===== src/rtl/acq_sequencer.sv =====
// acq_sequencer: sync-triggered FIFO write/read sequencer with frame,
// accumulation and save-cycle counters. Optional: ACQ_SEQ_OVERRUN_EN.
module acq_sequencer #(
    parameter int POINTS    = 10,
    parameter int MEASURES  = 100,
    parameter int SAVES     = 10,
    parameter int RD_DELAY  = 3,
    parameter int CHANNELS  = 1,
    parameter int TRIG_EDGE = 0,
    parameter int PW        = 11,
    parameter int MW        = 17,
    parameter int SW        = 4
) (
    input  logic                clk,
    input  logic                rst_n,
    input  logic                sync,
    input  logic [CHANNELS-1:0] ch_mask,
    input  logic                clr,
    output logic [CHANNELS-1:0] wrreq,
    output logic [CHANNELS-1:0] rdreq,
    output logic [PW-1:0]       cnt_point,
    output logic [MW-1:0]       cnt_measure,
    output logic [SW-1:0]       cnt_save,
    output logic                busy,
    output logic                acc_first,
    output logic                acc_last,
    output logic                save_stb,
    output logic                overrun
);

    typedef enum logic [1:0] {
        S_IDLE,
        S_RUN,
        S_END
    } state_t;

    localparam logic [PW-1:0] P_WR_END = PW'(POINTS);
    localparam logic [PW-1:0] P_RD_BEG = PW'(RD_DELAY);
    localparam logic [PW-1:0] P_RD_END = PW'(POINTS + RD_DELAY);
    localparam logic [PW-1:0] P_LAST   = PW'(POINTS + RD_DELAY - 1);
    localparam logic [MW-1:0] M_LAST   = MW'(MEASURES - 1);
    localparam logic [SW-1:0] S_LAST   = SW'(SAVES - 1);
    localparam logic          SYNC_RST = (TRIG_EDGE != 0);

    if (POINTS < 1 || MEASURES < 1 || SAVES < 1 || RD_DELAY < 1) begin : g_range_chk
        $error("acq_sequencer: POINTS/MEASURES/SAVES/RD_DELAY must be >= 1");
    end
    if (CHANNELS < 1 || CHANNELS > 8) begin : g_ch_chk
        $error("acq_sequencer: CHANNELS must be 1..8");
    end
    if (POINTS + RD_DELAY > (1 << PW) - 1) begin : g_pw_chk
        $error("acq_sequencer: PW too small for POINTS+RD_DELAY");
    end
    if (MEASURES - 1 > (1 << MW) - 1) begin : g_mw_chk
        $error("acq_sequencer: MW too small for MEASURES-1");
    end
    if (SAVES - 1 > (1 << SW) - 1) begin : g_sw_chk
        $error("acq_sequencer: SW too small for SAVES-1");
    end

    state_t                state_q;
    state_t                state_d;
    logic                  sync_q;
    logic                  trig;
    logic                  run_last;
    logic [CHANNELS-1:0]   mask_q;

    assign trig     = SYNC_RST ? (sync & ~sync_q) : (~sync & sync_q);
    assign run_last = (state_q == S_RUN) && (cnt_point == P_LAST);

    // Previous sync level; resets to the post-edge level so a held line never fires.
    always_ff @(posedge clk or negedge rst_n) begin
        if (!rst_n) begin
            sync_q <= SYNC_RST;
        end else begin
            sync_q <= sync;
        end
    end

    // FSM state register.
    always_ff @(posedge clk or negedge rst_n) begin
        if (!rst_n) begin
            state_q <= S_IDLE;
        end else begin
            state_q <= state_d;
        end
    end

    // Next state and the request/flag outputs decoded from the current state.
    always_comb begin
        state_d   = state_q;
        wrreq     = '0;
        rdreq     = '0;
        busy      = 1'b0;
        if (clr) begin
            state_d = S_IDLE;
        end else begin
            unique case (state_q)
                S_IDLE:  if (trig) state_d = S_RUN;
                S_RUN:   if (run_last) state_d = S_END;
                S_END:   state_d = S_IDLE;
                default: state_d = S_IDLE;
            endcase
        end
        if (state_q == S_RUN) begin
            busy = 1'b1;
            if (cnt_point < P_WR_END) begin
                wrreq = mask_q;
            end
            if (cnt_point >= P_RD_BEG && cnt_point < P_RD_END) begin
                rdreq = mask_q;
            end
        end
        acc_first = busy && (cnt_measure == '0);
        acc_last  = busy && (cnt_measure == M_LAST);
    end

    // Point, frame and accumulation counters; they settle as END is entered.
    always_ff @(posedge clk or negedge rst_n) begin
        if (!rst_n) begin
            cnt_point   <= '0;
            cnt_measure <= '0;
            cnt_save    <= '0;
            save_stb    <= 1'b0;
            mask_q      <= '0;
        end else if (clr) begin
            cnt_point   <= '0;
            cnt_measure <= '0;
            cnt_save    <= '0;
            save_stb    <= 1'b0;
            mask_q      <= '0;
        end else begin
            save_stb <= 1'b0;
            unique case (state_q)
                S_IDLE: begin
                    if (trig) begin
                        mask_q    <= ch_mask;
                        cnt_point <= '0;
                    end
                end
                S_RUN: begin
                    cnt_point <= cnt_point + 1'b1;
                    if (run_last) begin
                        if (cnt_measure == M_LAST) begin
                            cnt_measure <= '0;
                            save_stb    <= 1'b1;
                            cnt_save    <= (cnt_save == S_LAST) ? '0 : cnt_save + 1'b1;
                        end else begin
                            cnt_measure <= cnt_measure + 1'b1;
                        end
                    end
                end
                S_END:   cnt_point <= '0;
                default: cnt_point <= '0;
            endcase
        end
    end

`ifdef ACQ_SEQ_OVERRUN_EN
    logic ovr_q;

    // Sticky flag for a trigger that lands while a frame is still active.
    always_ff @(posedge clk or negedge rst_n) begin
        if (!rst_n) begin
            ovr_q <= 1'b0;
        end else if (clr) begin
            ovr_q <= 1'b0;
        end else if (trig && state_q != S_IDLE) begin
            ovr_q <= 1'b1;
        end
    end

    assign overrun = ovr_q;
`else
    assign overrun = 1'b0;
`endif

endmodule


===== config.mk =====
export PLATFORM = sky130hd
export DESIGN_NAME = acq_sequencer
export DESIGN_NICKNAME = d
export VERILOG_FILES = /design/src/rtl/acq_sequencer.sv
export SDC_FILE = /design/constraint.sdc
export NUM_CORES = 1
export LEC_CHECK = 0
export ABC_AREA = 1
export BUFFER_PORTS_ARGS = -buffer_cell sky130_fd_sc_hd__buf_2
export CORE_ASPECT_RATIO = 1.25
export CORE_MARGIN = 8
export CORE_UTILIZATION = 50
export DETAILED_ROUTE_END_ITERATION = 6
export HOLD_SLACK_MARGIN = 0.06
export PLACE_DENSITY = 0.73
export SLEW_MARGIN = 5
export SYNTH_ARGS = -nofsm -noshare
export SYNTH_HDL_FRONTEND = slang
export SYNTH_SLANG_ARGS = --single-unit

===== constraint.sdc =====
create_clock -name clk -period 1.5 [get_ports clk]
set_input_delay 0.225 -clock clk [delete_from_list [all_inputs] [get_ports clk]]
set_output_delay 0.225 -clock clk [all_outputs]
set_load 0.005 [all_outputs]

==> flow_summary.json <==
{
  "synth-seq-cells": 37,
  "fin_ws_ns": -0.192,
  "timing.rr.end": "cnt_save[1]$_DFFE_PN0P_",
  "path_class": "reg -> out",
  "clk_path_buf_depth": 2,
  "hold_path_depth": 2,
  "cts_buffers": 5,
  "placed_cell_area_um2": 2930,
  "final_common_cell": "nand2_1",
  "rsz0062_at_grt": "true",
  "synth.cell_area_um2": 2420,
  "syn_area_per_cell_um2": 6.94,
  "status": "finished with violations",
  "synth_edf_count": 0,
  "crit_fanout": 8,
  "maxSlewViolCount": 0,
  "synth_cell_types": 29,
  "antenna_left": 0,
  "cts.sinks": 37,
  "drive_gt1_frac": 0.396,
  "setup_viol": 6,
  "path_cells": "nor2_1 > nand2_1 > nor2_1 > nand2_2 > nor2_2 > buf_2",
  "antenna_cells": 0,
  "dp_slack_ns": -0.0256,
  "gp_congestion": 0.994,
  "async_flop_share": 1.00,
  "post-dp-hpwl_um": 5190,
  "p_per_area_nw_per_um2": 715,
  "dieArea_um2": 7330,
  "antenna_found_initial": 0,
  "via_per_inst": 5.48,
  "grt_overflow": 0,
  "cp.arrival_ns": 1.47,
  "start_util": 0.515,
  "cts.clk_slew.worst_paths_ns": 0.07,
  "min_path_type": "in -> reg",
  "fin_crit_sh": 1.13,
  "ys.flop_type": "dfrtp_1",
  "hold_viol_final": 0,
  "cts_root_buf": "clkbuf_8",
  "drt-initial-drc-count": 279,
  "dr.pass1.iters": 5,
  "final.min_clock_period_ns": 1.69,
  "r2r_cells": 9,
  "reg2reg_slack_ns": -0.03,
  "place_inst": 480,
  "r2r_start": "cnt_measure[2]$_DFFE_PN0P_",
  "whs_endpoint": "mask_q$_DFFE_PN0P_",
  "ys_warn_count": 0,
  "stdcell_count": 509,
  "drv_cap": 0,
  "grt_usage": 0.190,
  "cts.htree.levels": 2,
  "violations": "setup timing",
  "crit_path_frequent_cell": "nor2_1",
  "rows": 28,
  "clk_latency_ns": 0.29,
  "portBuffers": 42,
  "drt_wl_total_um": 7650,
  "grt_util_met3": 0.0441,
  "detail_route.wl_per_cell_um": 15.0,
  "cp_slowest_cell": "dfrtp_2",
  "gr-usage-met2": 0.358,
  "crit_path_max_incr_delay_ns": 0.48,
  "clock-skew-final_ns": 0.0108,
  "ys_seq_area_frac": 0.383,
  "startpoint_type": "flop",
  "grt_most_used_layer": "met2",
  "via_count": 2791,
  "cts_tree": "built",
  "post-route-drc-count": 0,
  "first_global_vias": 2606,
  "stdcell_area_um2": 3430,
  "hp-start": "clr",
  "mappedNetlistNets": 359,
  "fmax_ghz": 0.591,
  "cp.required_ns": 1.27,
  "final_cell_mix": "nand2_1, buf_4, buf_2",
  "die_width_um": 78.2,
  "p_leak_nw": 1.76,
  "finalNetCount": 459,
  "die_h_um": 93.7,
  "grt_max_degree": 21,
  "end_kind": "output port",
  "globalRouteMet1Util": 0.196,
  "area_growth_pct": 42.0,
  "io_pins": 44,
  "ir_worst_vdd_uv": 609,
  "core_area_um2": 4690,
  "grt_pass1_wl_um": 11400,
  "syn-instance-count": 348
}
[routing by layer]
metal	vias up	part of all wire
li1	1326	-
met1	1292	0.36
met2	136	0.52
met3	37	0.077
met4	0	0.039
met5	-	0
[cell type report]
| class | count | area (µm²) |
|---|---|---|
| multi-input cells | 263 | 1490 |
| fillers | 375 | 1260 |
| flip-flops and latches | 37 | 933 |
| repair buffers | 94 | 633 |
| inverters | 46 | 185 |
| clock buffers | 7 | 96.3 |
| well taps | 60 | 75.1 |
| repair inverters | 1 | 8.76 |
| clock inverters | 1 | 5.00 |
[report_power, final]
part	switching (mW)	total, mW	internal, mW
registers	0.0462	1.08	1.04
clock network	0.374	0.790	0.416
logic	0.335	0.579	0.245
total	0.755	2.45	1.70
[flip-flops by register name, indices dropped and copies added, names as in the netlist]
register	count
cnt_measure	17
cnt_save	4
state_q	2
cnt_point	11
save_stb	1
sync_q	1
mask_q	1
[kinds of logic (layout without fill, tap and decap cells)]
logic type | after synthesis | count (layout) | share of synthesized area
compound gates | 31 | 31 | 0.0720
xor+xnor | 2 | 2 | 0.00725
fa+ha+maj | 6 | 6 | 0.0311
buf+inv | 52 | 149 | 0.0937
flops | 37 | 37 | 0.383
other cells | 1 | 1 | 0.00155
simple gates | 219 | 223 | 0.411
[synthesized netlist by cell type (2+ instances only)]
cell     instances  area, µm²
nor3_1          11       55.1
xor2_1           2       17.5
nor4_1           2       12.5
nand4_1         17        106
nand3_1         31        155
ha_1             6       75.1
dfrtp_1         37        926
nor2_2           3       18.8
buf_4            3       22.5
nand2_4          3       33.8
a21oi_1         14       70.1
a21oi_2          4       35.0
nor2_1          50        188
nand2_1         96        360
inv_1           44        165
o21ai_0         10       50.1
inv_2            2       7.51
nand3_2          2       20.0
[per-stage QoR]
| step | util | TNS, ns | power [mW] | hold slack [ns] |
|---|---|---|---|---|
| final | 0.731 | -0.676 | 2.45 | 0.200 |
| after global placement | 0.624 | -0.0128 | 1.56 | 0.189 |
| after detailed placement | 0.624 | -0.192 | 1.57 | 0.195 |
| after floorplan | - | 0 | 1.35 | -0.0706 |
| after global routing | 0.731 | -2.08 | 2.57 | 0.194 |
| after CTS | 0.668 | -0.569 | 2.37 | 0.189 |
[worst max-delay path: cells and delay by family, from the launching register on]
| family | cells | cell delay [ns] |
|---|---|---|
| simple gates | 5 | 0.58 |
| flops | 1 | 0.48 |
| buf+inv | 1 | 0.12 |
[timing repair]
action,4_1_cts,5_1_grt
gates cloned,0,5
hold buffers,2,0
gates resized for setup,13,60
pin swaps,11,17
endpoints found under the setup margin,17,30
hold endpoints to repair,18,0
buffers inserted,5,10
[worst max path at each step]
stage                                     from                           to  cells past startpoint
finish              cnt_measure[2]$_DFFE_PN0P_                     acc_last                      6
global route        cnt_measure[1]$_DFFE_PN0P_                     acc_last                      6
CTS                 cnt_measure[0]$_DFFE_PN0P_                     acc_last                      6
detailed placement    cnt_point[1]$_DFFE_PN0P_   cnt_measure[0]$_DFFE_PN0P_                      9
global placement      cnt_point[1]$_DFFE_PN0P_   cnt_measure[9]$_DFFE_PN0P_                      9
floorplan           cnt_measure[0]$_DFFE_PN0P_  cnt_measure[16]$_DFFE_PN0P_                      8
Power figures use the tool's default switching activity.
